## config.mk

```make
export PLATFORM = sky130hd
export DESIGN_NAME = fpga_cfg_loader
export DESIGN_NICKNAME = d
export VERILOG_FILES = /design/src/rtl/fpga_cfg_loader.sv
export SDC_FILE = /design/constraint.sdc
export NUM_CORES = 1
export LEC_CHECK = 0
export BUFFER_PORTS_ARGS = -buffer_cell sky130_fd_sc_hd__buf_2
export CAP_MARGIN = 0
export CORE_ASPECT_RATIO = 1.1
export CORE_MARGIN = 4
export CORE_UTILIZATION = 29
export CTS_CLUSTER_DIAMETER = 200
export DETAILED_ROUTE_END_ITERATION = 6
export SETUP_SLACK_MARGIN = 0.15
export SLEW_MARGIN = 20
export SYNTH_ARGS = -nofsm -noshare
export SYNTH_HDL_FRONTEND = slang
export SYNTH_SLANG_ARGS = --single-unit
```

## constraint.sdc

```tcl
create_clock -name clock -period 2.1 [get_ports clock]
set_clock_uncertainty 0.15 [all_clocks]
set_input_delay 0.105 -clock clock [delete_from_list [all_inputs] [get_ports clock]]
set_output_delay 0.105 -clock clock [all_outputs]
set_load 0.01 [all_outputs]
```

## src/rtl/fpga_cfg_loader.sv

```systemverilog
// Streaming bitstream loader for the fpga fabric.
// Packs WORD_WIDTH-bit stream words into CFG_WIDTH-bit frames, strobes each
// frame into the fabric with a one-hot configs_en pulse, waits a settle
// interval, then raises ff_en followed by rdy.
// Optional build macro CFG_LOADER_CHECKSUM_EN adds a trailing XOR checksum
// word; without it the CHECK state and accumulator do not exist and err is 0.
//
// state  | meaning
// -------+--------------------------------------------------------------
// IDLE   | waiting for start, outputs quiet
// FILL   | accepting words of the current frame
// WRITE  | one-cycle one-hot strobe of the assembled frame
// CHECK  | accepting the checksum word (checksum build only)
// SETTLE | counting idle cycles after the last frame
// ARM    | ff_en high, one cycle before rdy
// DONE   | configuration complete, ff_en and rdy held high
module fpga_cfg_loader #(
  parameter int CFG_WIDTH     = 224,
  parameter int NUM_FRAMES    = 245,
  parameter int WORD_WIDTH    = 32,
  parameter int SETTLE_CYCLES = 10
) (
  input  logic                  clock,
  input  logic                  rst,
  input  logic                  start,
  input  logic [WORD_WIDTH-1:0] s_data,
  input  logic                  s_valid,
  output logic                  s_ready,
  output logic [CFG_WIDTH-1:0]  configs_in,
  output logic [NUM_FRAMES-1:0] configs_en,
  output logic                  ff_en,
  output logic                  rdy,
  output logic                  busy,
  output logic                  err
);

  localparam int WPF = (CFG_WIDTH + WORD_WIDTH - 1) / WORD_WIDTH;
  localparam int WIW = (WPF > 1) ? $clog2(WPF) : 1;
  localparam int FIW = (NUM_FRAMES > 1) ? $clog2(NUM_FRAMES) : 1;
  localparam int SCW = (SETTLE_CYCLES > 1) ? $clog2(SETTLE_CYCLES) : 1;

  localparam logic [WIW-1:0]        LAST_WORD   = WIW'(WPF - 1);
  localparam logic [FIW-1:0]        LAST_FRAME  = FIW'(NUM_FRAMES - 1);
  localparam logic [SCW-1:0]        SETTLE_LOAD = SCW'(SETTLE_CYCLES - 1);
  localparam logic [NUM_FRAMES-1:0] EN_ONE      = NUM_FRAMES'(1);
  localparam logic [CFG_WIDTH-1:0]  WORD_MASK   = CFG_WIDTH'({WORD_WIDTH{1'b1}});

  typedef enum logic [2:0] {
    IDLE,
    FILL,
    WRITE,
`ifdef CFG_LOADER_CHECKSUM_EN
    CHECK,
`endif
    SETTLE,
    ARM,
    DONE
  } state_t;

  state_t               state;
  logic [WIW-1:0]       word_idx;
  logic [FIW-1:0]       frame_idx;
  logic [SCW-1:0]       settle_cnt;
  logic                 accept;
  logic [CFG_WIDTH-1:0] frame_next;

  assign accept = s_valid & s_ready;

  // Merge the incoming word into its slot; bits shifted past CFG_WIDTH fall off.
  always_comb begin
    frame_next = (configs_in & ~(WORD_MASK << (word_idx * WORD_WIDTH)))
               | (CFG_WIDTH'(s_data) << (word_idx * WORD_WIDTH));
  end

`ifdef CFG_LOADER_CHECKSUM_EN
  logic [WORD_WIDTH-1:0] xor_acc;
  logic                  err_q;
  assign err = err_q;
`else
  assign err = 1'b0;
`endif

  // Sequencer: all outputs registered, strobe self-clears after one cycle.
  always_ff @(posedge clock) begin
    if (rst) begin
      state      <= IDLE;
      word_idx   <= '0;
      frame_idx  <= '0;
      settle_cnt <= '0;
      s_ready    <= 1'b0;
      configs_in <= '0;
      configs_en <= '0;
      ff_en      <= 1'b0;
      rdy        <= 1'b0;
      busy       <= 1'b0;
`ifdef CFG_LOADER_CHECKSUM_EN
      err_q      <= 1'b0;
      xor_acc    <= '0;
`endif
    end else begin
      configs_en <= '0;
      case (state)
        IDLE, DONE: begin
          if (start) begin
            state     <= FILL;
            word_idx  <= '0;
            frame_idx <= '0;
            ff_en     <= 1'b0;
            rdy       <= 1'b0;
            busy      <= 1'b1;
            s_ready   <= 1'b1;
`ifdef CFG_LOADER_CHECKSUM_EN
            err_q     <= 1'b0;
            xor_acc   <= '0;
`endif
          end
        end
        FILL: begin
          if (accept) begin
            configs_in <= frame_next;
`ifdef CFG_LOADER_CHECKSUM_EN
            xor_acc    <= xor_acc ^ s_data;
`endif
            if (word_idx == LAST_WORD) begin
              state      <= WRITE;
              s_ready    <= 1'b0;
              configs_en <= EN_ONE << frame_idx;
            end else begin
              word_idx <= word_idx + 1'b1;
            end
          end
        end
        WRITE: begin
          word_idx <= '0;
          if (frame_idx == LAST_FRAME) begin
`ifdef CFG_LOADER_CHECKSUM_EN
            state   <= CHECK;
            s_ready <= 1'b1;
`else
            state      <= SETTLE;
            settle_cnt <= SETTLE_LOAD;
`endif
          end else begin
            frame_idx <= frame_idx + 1'b1;
            state     <= FILL;
            s_ready   <= 1'b1;
          end
        end
`ifdef CFG_LOADER_CHECKSUM_EN
        CHECK: begin
          if (accept) begin
            s_ready <= 1'b0;
            if (s_data == xor_acc) begin
              state      <= SETTLE;
              settle_cnt <= SETTLE_LOAD;
            end else begin
              err_q <= 1'b1;
              busy  <= 1'b0;
              state <= IDLE;
            end
          end
        end
`endif
        SETTLE: begin
          if (settle_cnt == '0) begin
            ff_en <= 1'b1;
            state <= ARM;
          end else begin
            settle_cnt <= settle_cnt - 1'b1;
          end
        end
        ARM: begin
          rdy   <= 1'b1;
          busy  <= 1'b0;
          state <= DONE;
        end
        default: state <= IDLE;
      endcase
    end
  end

endmodule

```

==> results.md <==
* Root cell of the clock tree: sky130_fd_sc_hd__clkbuf_16
* Final TNS setup at 0 ns
* DP Area at 0.0189 mm^2
* Share of post-route cells with drive strength above 1 at 0.388
* Reg-to-reg endpoint: configs_in[41]$_SDFFE_PP0P_
* Status: complete, no violations
* Path depth of the worst reg2reg path at 7
* # setup viols final at 0
* VDD IR-drop max at 0.763 mV
* Input/output buffers at 508
* Number of flops mapped to enable cells by yosys at 0
* Number of rows in the core area at 86
* Launch point of the worst hold path: s_valid
* CTS buffer count at 49
* Count of antenna diodes in the layout at 0
* Synth Register Bits at 491
* Count of unresolved DRC violations after routing at 0
* Layout-stage area growth over the synthesis result at 43.7%
* Syn Std Cell Area at 0.0149 mm^2
* Number of placed I/O pins at 510
* Pin count of the biggest net entering global routing at 34
* Relative slew slack at 0.365
* Detailed Route Iter0 Violations at 715
* Clock network fraction of design power at 0.480
* H-tree Lvls at 2
* Total Nets Final at 1991
* Internal Dissipation at 15.3 mW
* Number of clock sinks at 491
* Register area share after synthesis at 0.659
* Worst hold path depth at 5
* Global-route wire length before repair at 79200 um
* Yosys Warn Count at 0
* Required time worst endpoint at 2.41 ns
* NetSw at 4.22 mW
* Gate Count Post-Synth at 1361
* CTS clock-pin slew for the worst setup and hold paths at 0.07 ns
* Number of slew-limit violations in the final report at 0
* Clock latency on the worst-skew pair at 0.57 ns
* TritonCTS clock tree: done
* Switching share of power at 0.217
* Mean routed wirelength per cell at 21.0 um
* Crit start category: flop
* Initial cell density of the core at 0.295
* Die width at 224 um
* Final count of hold timing violations at 0
* Die H at 246 um
* Critical path, cell by cell: and4bb_2, buf_12, and3_4, a21oi_4, buf_12, clkbuf_16, a22o_1
* 1st-pass router iterations at 4
* Setup repair after global routing missed its margin: yes
* Post-synth net total at 1410
* Maximum number of buffers from clock root to sink at 3
* Placed wire-length estimate at 38200 um
* Share of the clock period used by the worst path after layout at 0.914
* Highest fanout seen on the critical path at 8
* Non-Filler Cell Area, Final at 0.0214 mm^2
* Library cell contributing the largest single delay on the critical path: sky130_fd_sc_hd__and4bb_2
* Leftover overflow at the end of global routing at 0
* Number of antenna violations at the first check in global routing at 1
* Share of total power in combinational logic at 0.040
* Syn_area_per_cell at 11.0 um^2
* Overall via count from detail_route at 12500
* Final min period at 1.92 ns
* Fraction of registers with async set or reset after synthesis at 0
* Most common cell on crit path: sky130_fd_sc_hd__buf_12
* Nature of the critical path endpoint: flop
* Start-to-end type of the worst setup path: flop to flop
* Worst Max-Slew Pin Slew at 0.950 ns
* Total wire length at 55500 um
* CP max stage delay at 0.35 ns
* Die ar. at 0.0551 mm^2
* Type of the most critical hold path: input port to flop
* Worst-case register-to-register setup slack at 0.18 ns
* Pwr dens at 909 mW/mm^2
* Static leakage power at 9.80 nW
* Hold path endpoint: word_idx[2]$_SDFFE_PP0P_
* Highest clock rate at 521 MHz
* Drt via density at 4.75
* Dominant delay contributor by cell family on the critical path: simple AND/OR/NAND/NOR gates
* Number of buffers and inverters on the critical path at 3
* Reg power frac at 0.481
* Aggregate global-route resource usage at 0.185
* Core ar. at 0.0505 mm^2
* Remaining antenna violation count at 0
* Vias in the first global route at 12600
* Max-capacitance violation count at 0
* Signal arrival time at the worst endpoint at 2.23 ns
* Count of cell types in the netlist at 51
* Launching point of the worst reg2reg path: state[1]$_SDFFE_PP0P_
* Final GP Congestion at 0.826
* Most used flip-flop cell after synthesis: sky130_fd_sc_hd__dfxtp_1
[worst min-delay path, cell delays in order]
cell and delay, ns:
sky130_fd_sc_hd__buf_2 0.15, sky130_fd_sc_hd__buf_4 0.20, sky130_fd_sc_hd__nand3_1 0.10, sky130_fd_sc_hd__nand3_1 0.08, sky130_fd_sc_hd__a21oi_1 0.13
[stage by stage]
stage | setup slack [ns] | utilization | hold slack [ns] | power, mW | instances
2_1_floorplan | 0.155 | - | 0.154 | 9.90 | 1361
3_3_place_gp | 0.0428 | 0.375 | 0.300 | 10.2 | 2498
3_5_place_dp | 0.0411 | 0.375 | 0.296 | 10.2 | 2498
4_1_cts | 0.119 | 0.417 | 0.0276 | 19.6 | 2625
5_1_grt | 0.0871 | 0.425 | 0.0925 | 20.1 | 2642
6_report | 0.180 | 0.425 | 0.0889 | 19.5 | 2642
[cells in the mapped netlist, types with 2 or more instances]
| master | number | area, um^2 |
|---|---|---|
| sky130_fd_sc_hd__a211oi_1 | 4 | 30.0 |
| sky130_fd_sc_hd__a21oi_1 | 14 | 70.1 |
| sky130_fd_sc_hd__a22o_1 | 224 | 1960 |
| sky130_fd_sc_hd__a31oi_1 | 6 | 37.5 |
| sky130_fd_sc_hd__a41oi_1 | 2 | 17.5 |
| sky130_fd_sc_hd__and2_1 | 2 | 12.5 |
| sky130_fd_sc_hd__and3_1 | 4 | 25.0 |
| sky130_fd_sc_hd__buf_2 | 21 | 105 |
| sky130_fd_sc_hd__buf_4 | 2 | 15.0 |
| sky130_fd_sc_hd__clkbuf_1 | 103 | 387 |
| sky130_fd_sc_hd__clkbuf_2 | 2 | 10.0 |
| sky130_fd_sc_hd__dfxtp_1 | 491 | 9830 |
| sky130_fd_sc_hd__ha_1 | 13 | 163 |
| sky130_fd_sc_hd__inv_1 | 11 | 41.3 |
| sky130_fd_sc_hd__nand2_1 | 42 | 158 |
| sky130_fd_sc_hd__nand2b_1 | 11 | 68.8 |
| sky130_fd_sc_hd__nand3_1 | 26 | 130 |
| sky130_fd_sc_hd__nand3b_1 | 5 | 37.5 |
| sky130_fd_sc_hd__nand4_1 | 6 | 37.5 |
| sky130_fd_sc_hd__nor2_1 | 253 | 950 |
| sky130_fd_sc_hd__nor2b_1 | 43 | 269 |
| sky130_fd_sc_hd__nor3_1 | 17 | 85.1 |
| sky130_fd_sc_hd__nor3b_1 | 3 | 22.5 |
| sky130_fd_sc_hd__o211ai_1 | 3 | 22.5 |
| sky130_fd_sc_hd__o21ai_0 | 4 | 20.0 |
| sky130_fd_sc_hd__o21ba_2 | 2 | 20.0 |
| sky130_fd_sc_hd__or2_2 | 15 | 93.8 |
| sky130_fd_sc_hd__or3_1 | 6 | 37.5 |
| sky130_fd_sc_hd__or3b_1 | 2 | 17.5 |
| sky130_fd_sc_hd__xnor2_1 | 2 | 17.5 |
| sky130_fd_sc_hd__xor2_1 | 2 | 17.5 |
[cell families (layout without fill, tap and decap cells)]
family,count (synthesis),after routing,synth area share
flops,491,491,0.659
simple gates,443,443,0.138
compound gates,269,269,0.151
buf+inv,139,760,0.0374
fa+ha+maj,14,14,0.0116
xor+xnor,4,4,0.00235
other cells,1,1,0.000252
[placed cells by master (no fill, tap or decap), types with 4 or more instances in the layout]
master	n
sky130_fd_sc_hd__a211oi_1	4
sky130_fd_sc_hd__a21oi_1	11
sky130_fd_sc_hd__a22o_1	224
sky130_fd_sc_hd__a31oi_1	5
sky130_fd_sc_hd__buf_12	28
sky130_fd_sc_hd__buf_2	508
sky130_fd_sc_hd__buf_4	79
sky130_fd_sc_hd__buf_6	4
sky130_fd_sc_hd__bufinv_16	6
sky130_fd_sc_hd__clkbuf_1	5
sky130_fd_sc_hd__clkbuf_16	54
sky130_fd_sc_hd__clkbuf_8	13
sky130_fd_sc_hd__clkinv_2	6
sky130_fd_sc_hd__clkinvlp_4	5
sky130_fd_sc_hd__dfxtp_1	489
sky130_fd_sc_hd__dlygate4sd3_1	34
sky130_fd_sc_hd__ha_1	10
sky130_fd_sc_hd__inv_1	10
sky130_fd_sc_hd__nand2_1	40
sky130_fd_sc_hd__nand2b_1	11
sky130_fd_sc_hd__nand3_1	23
sky130_fd_sc_hd__nand3b_1	5
sky130_fd_sc_hd__nand4_1	6
sky130_fd_sc_hd__nor2_1	247
sky130_fd_sc_hd__nor2b_1	42
sky130_fd_sc_hd__nor3_1	12
sky130_fd_sc_hd__o21ai_0	4
sky130_fd_sc_hd__or2_2	14
sky130_fd_sc_hd__or3_1	5
[power by group through the flow]
stage	registers [mW]	logic (mW)	clock network, mW
floorplan	9.58	0.314	0
global placement	9.57	0.658	0
detailed placement	9.57	0.663	0
CTS	9.37	0.719	9.56
global route	9.37	0.822	9.91
finish	9.37	0.771	9.34
[state kept, by name, summed over array words and instances, names as in the netlist]
register,cells
frame_idx,8
settle_cnt,4
ff_en,1
configs_in,224
configs_en,245
word_idx,3
rdy,1
busy,1
state,3
s_ready,1
[worst max-delay path by stage]
stage | from | to | cells past startpoint
after global routing | word_idx[0]$_SDFFE_PP0P_ | configs_en[228]$_SDFF_PP0_ | 9
after CTS | word_idx[0]$_SDFFE_PP0P_ | configs_en[45]$_SDFF_PP0_ | 9
after detailed placement | s_ready$_SDFFE_PP0P_ | configs_in[25]$_SDFFE_PP0P_ | 6
after floorplan | word_idx[0]$_SDFFE_PP0P_ | configs_en[59]$_SDFF_PP0_ | 8
final | state[1]$_SDFFE_PP0P_ | configs_in[41]$_SDFFE_PP0P_ | 7
after global placement | s_ready$_SDFFE_PP0P_ | configs_in[28]$_SDFFE_PP0P_ | 6
[area by class of cell]
| cell class | count | area, um^2 |
|---|---|---|
| Timing Repair Buffer | 658 | 4200 |
| Sequential cell | 491 | 9830 |
| Tap cell | 660 | 826 |
| Fill cell | 4714 | 29000 |
| Clock buffer | 68 | 1450 |
| Multi-Input combinational cell | 731 | 4770 |
| Inverter | 11 | 41.3 |
| Clock inverter | 23 | 313 |
[layer usage]
metal,vias up,GRT usage,share of wire
li1,5803,-,-
met1,6056,0.229,0.41
met2,613,0.316,0.47
met3,74,0.0562,0.090
met4,2,0.0501,0.024
met5,-,0,0.00020
[timing repair]
action                                  in CTS  in global routing
buffers inserted                             2                 12
hold buffers                                34                  0
endpoints found under the hold margin      216                  0
cloned                                       0                  5
resized for setup                            7                 33
endpoints found under the setup margin     147                332
pin swaps                                    1                  9
Note: power is estimated with default switching activity, not from simulation.
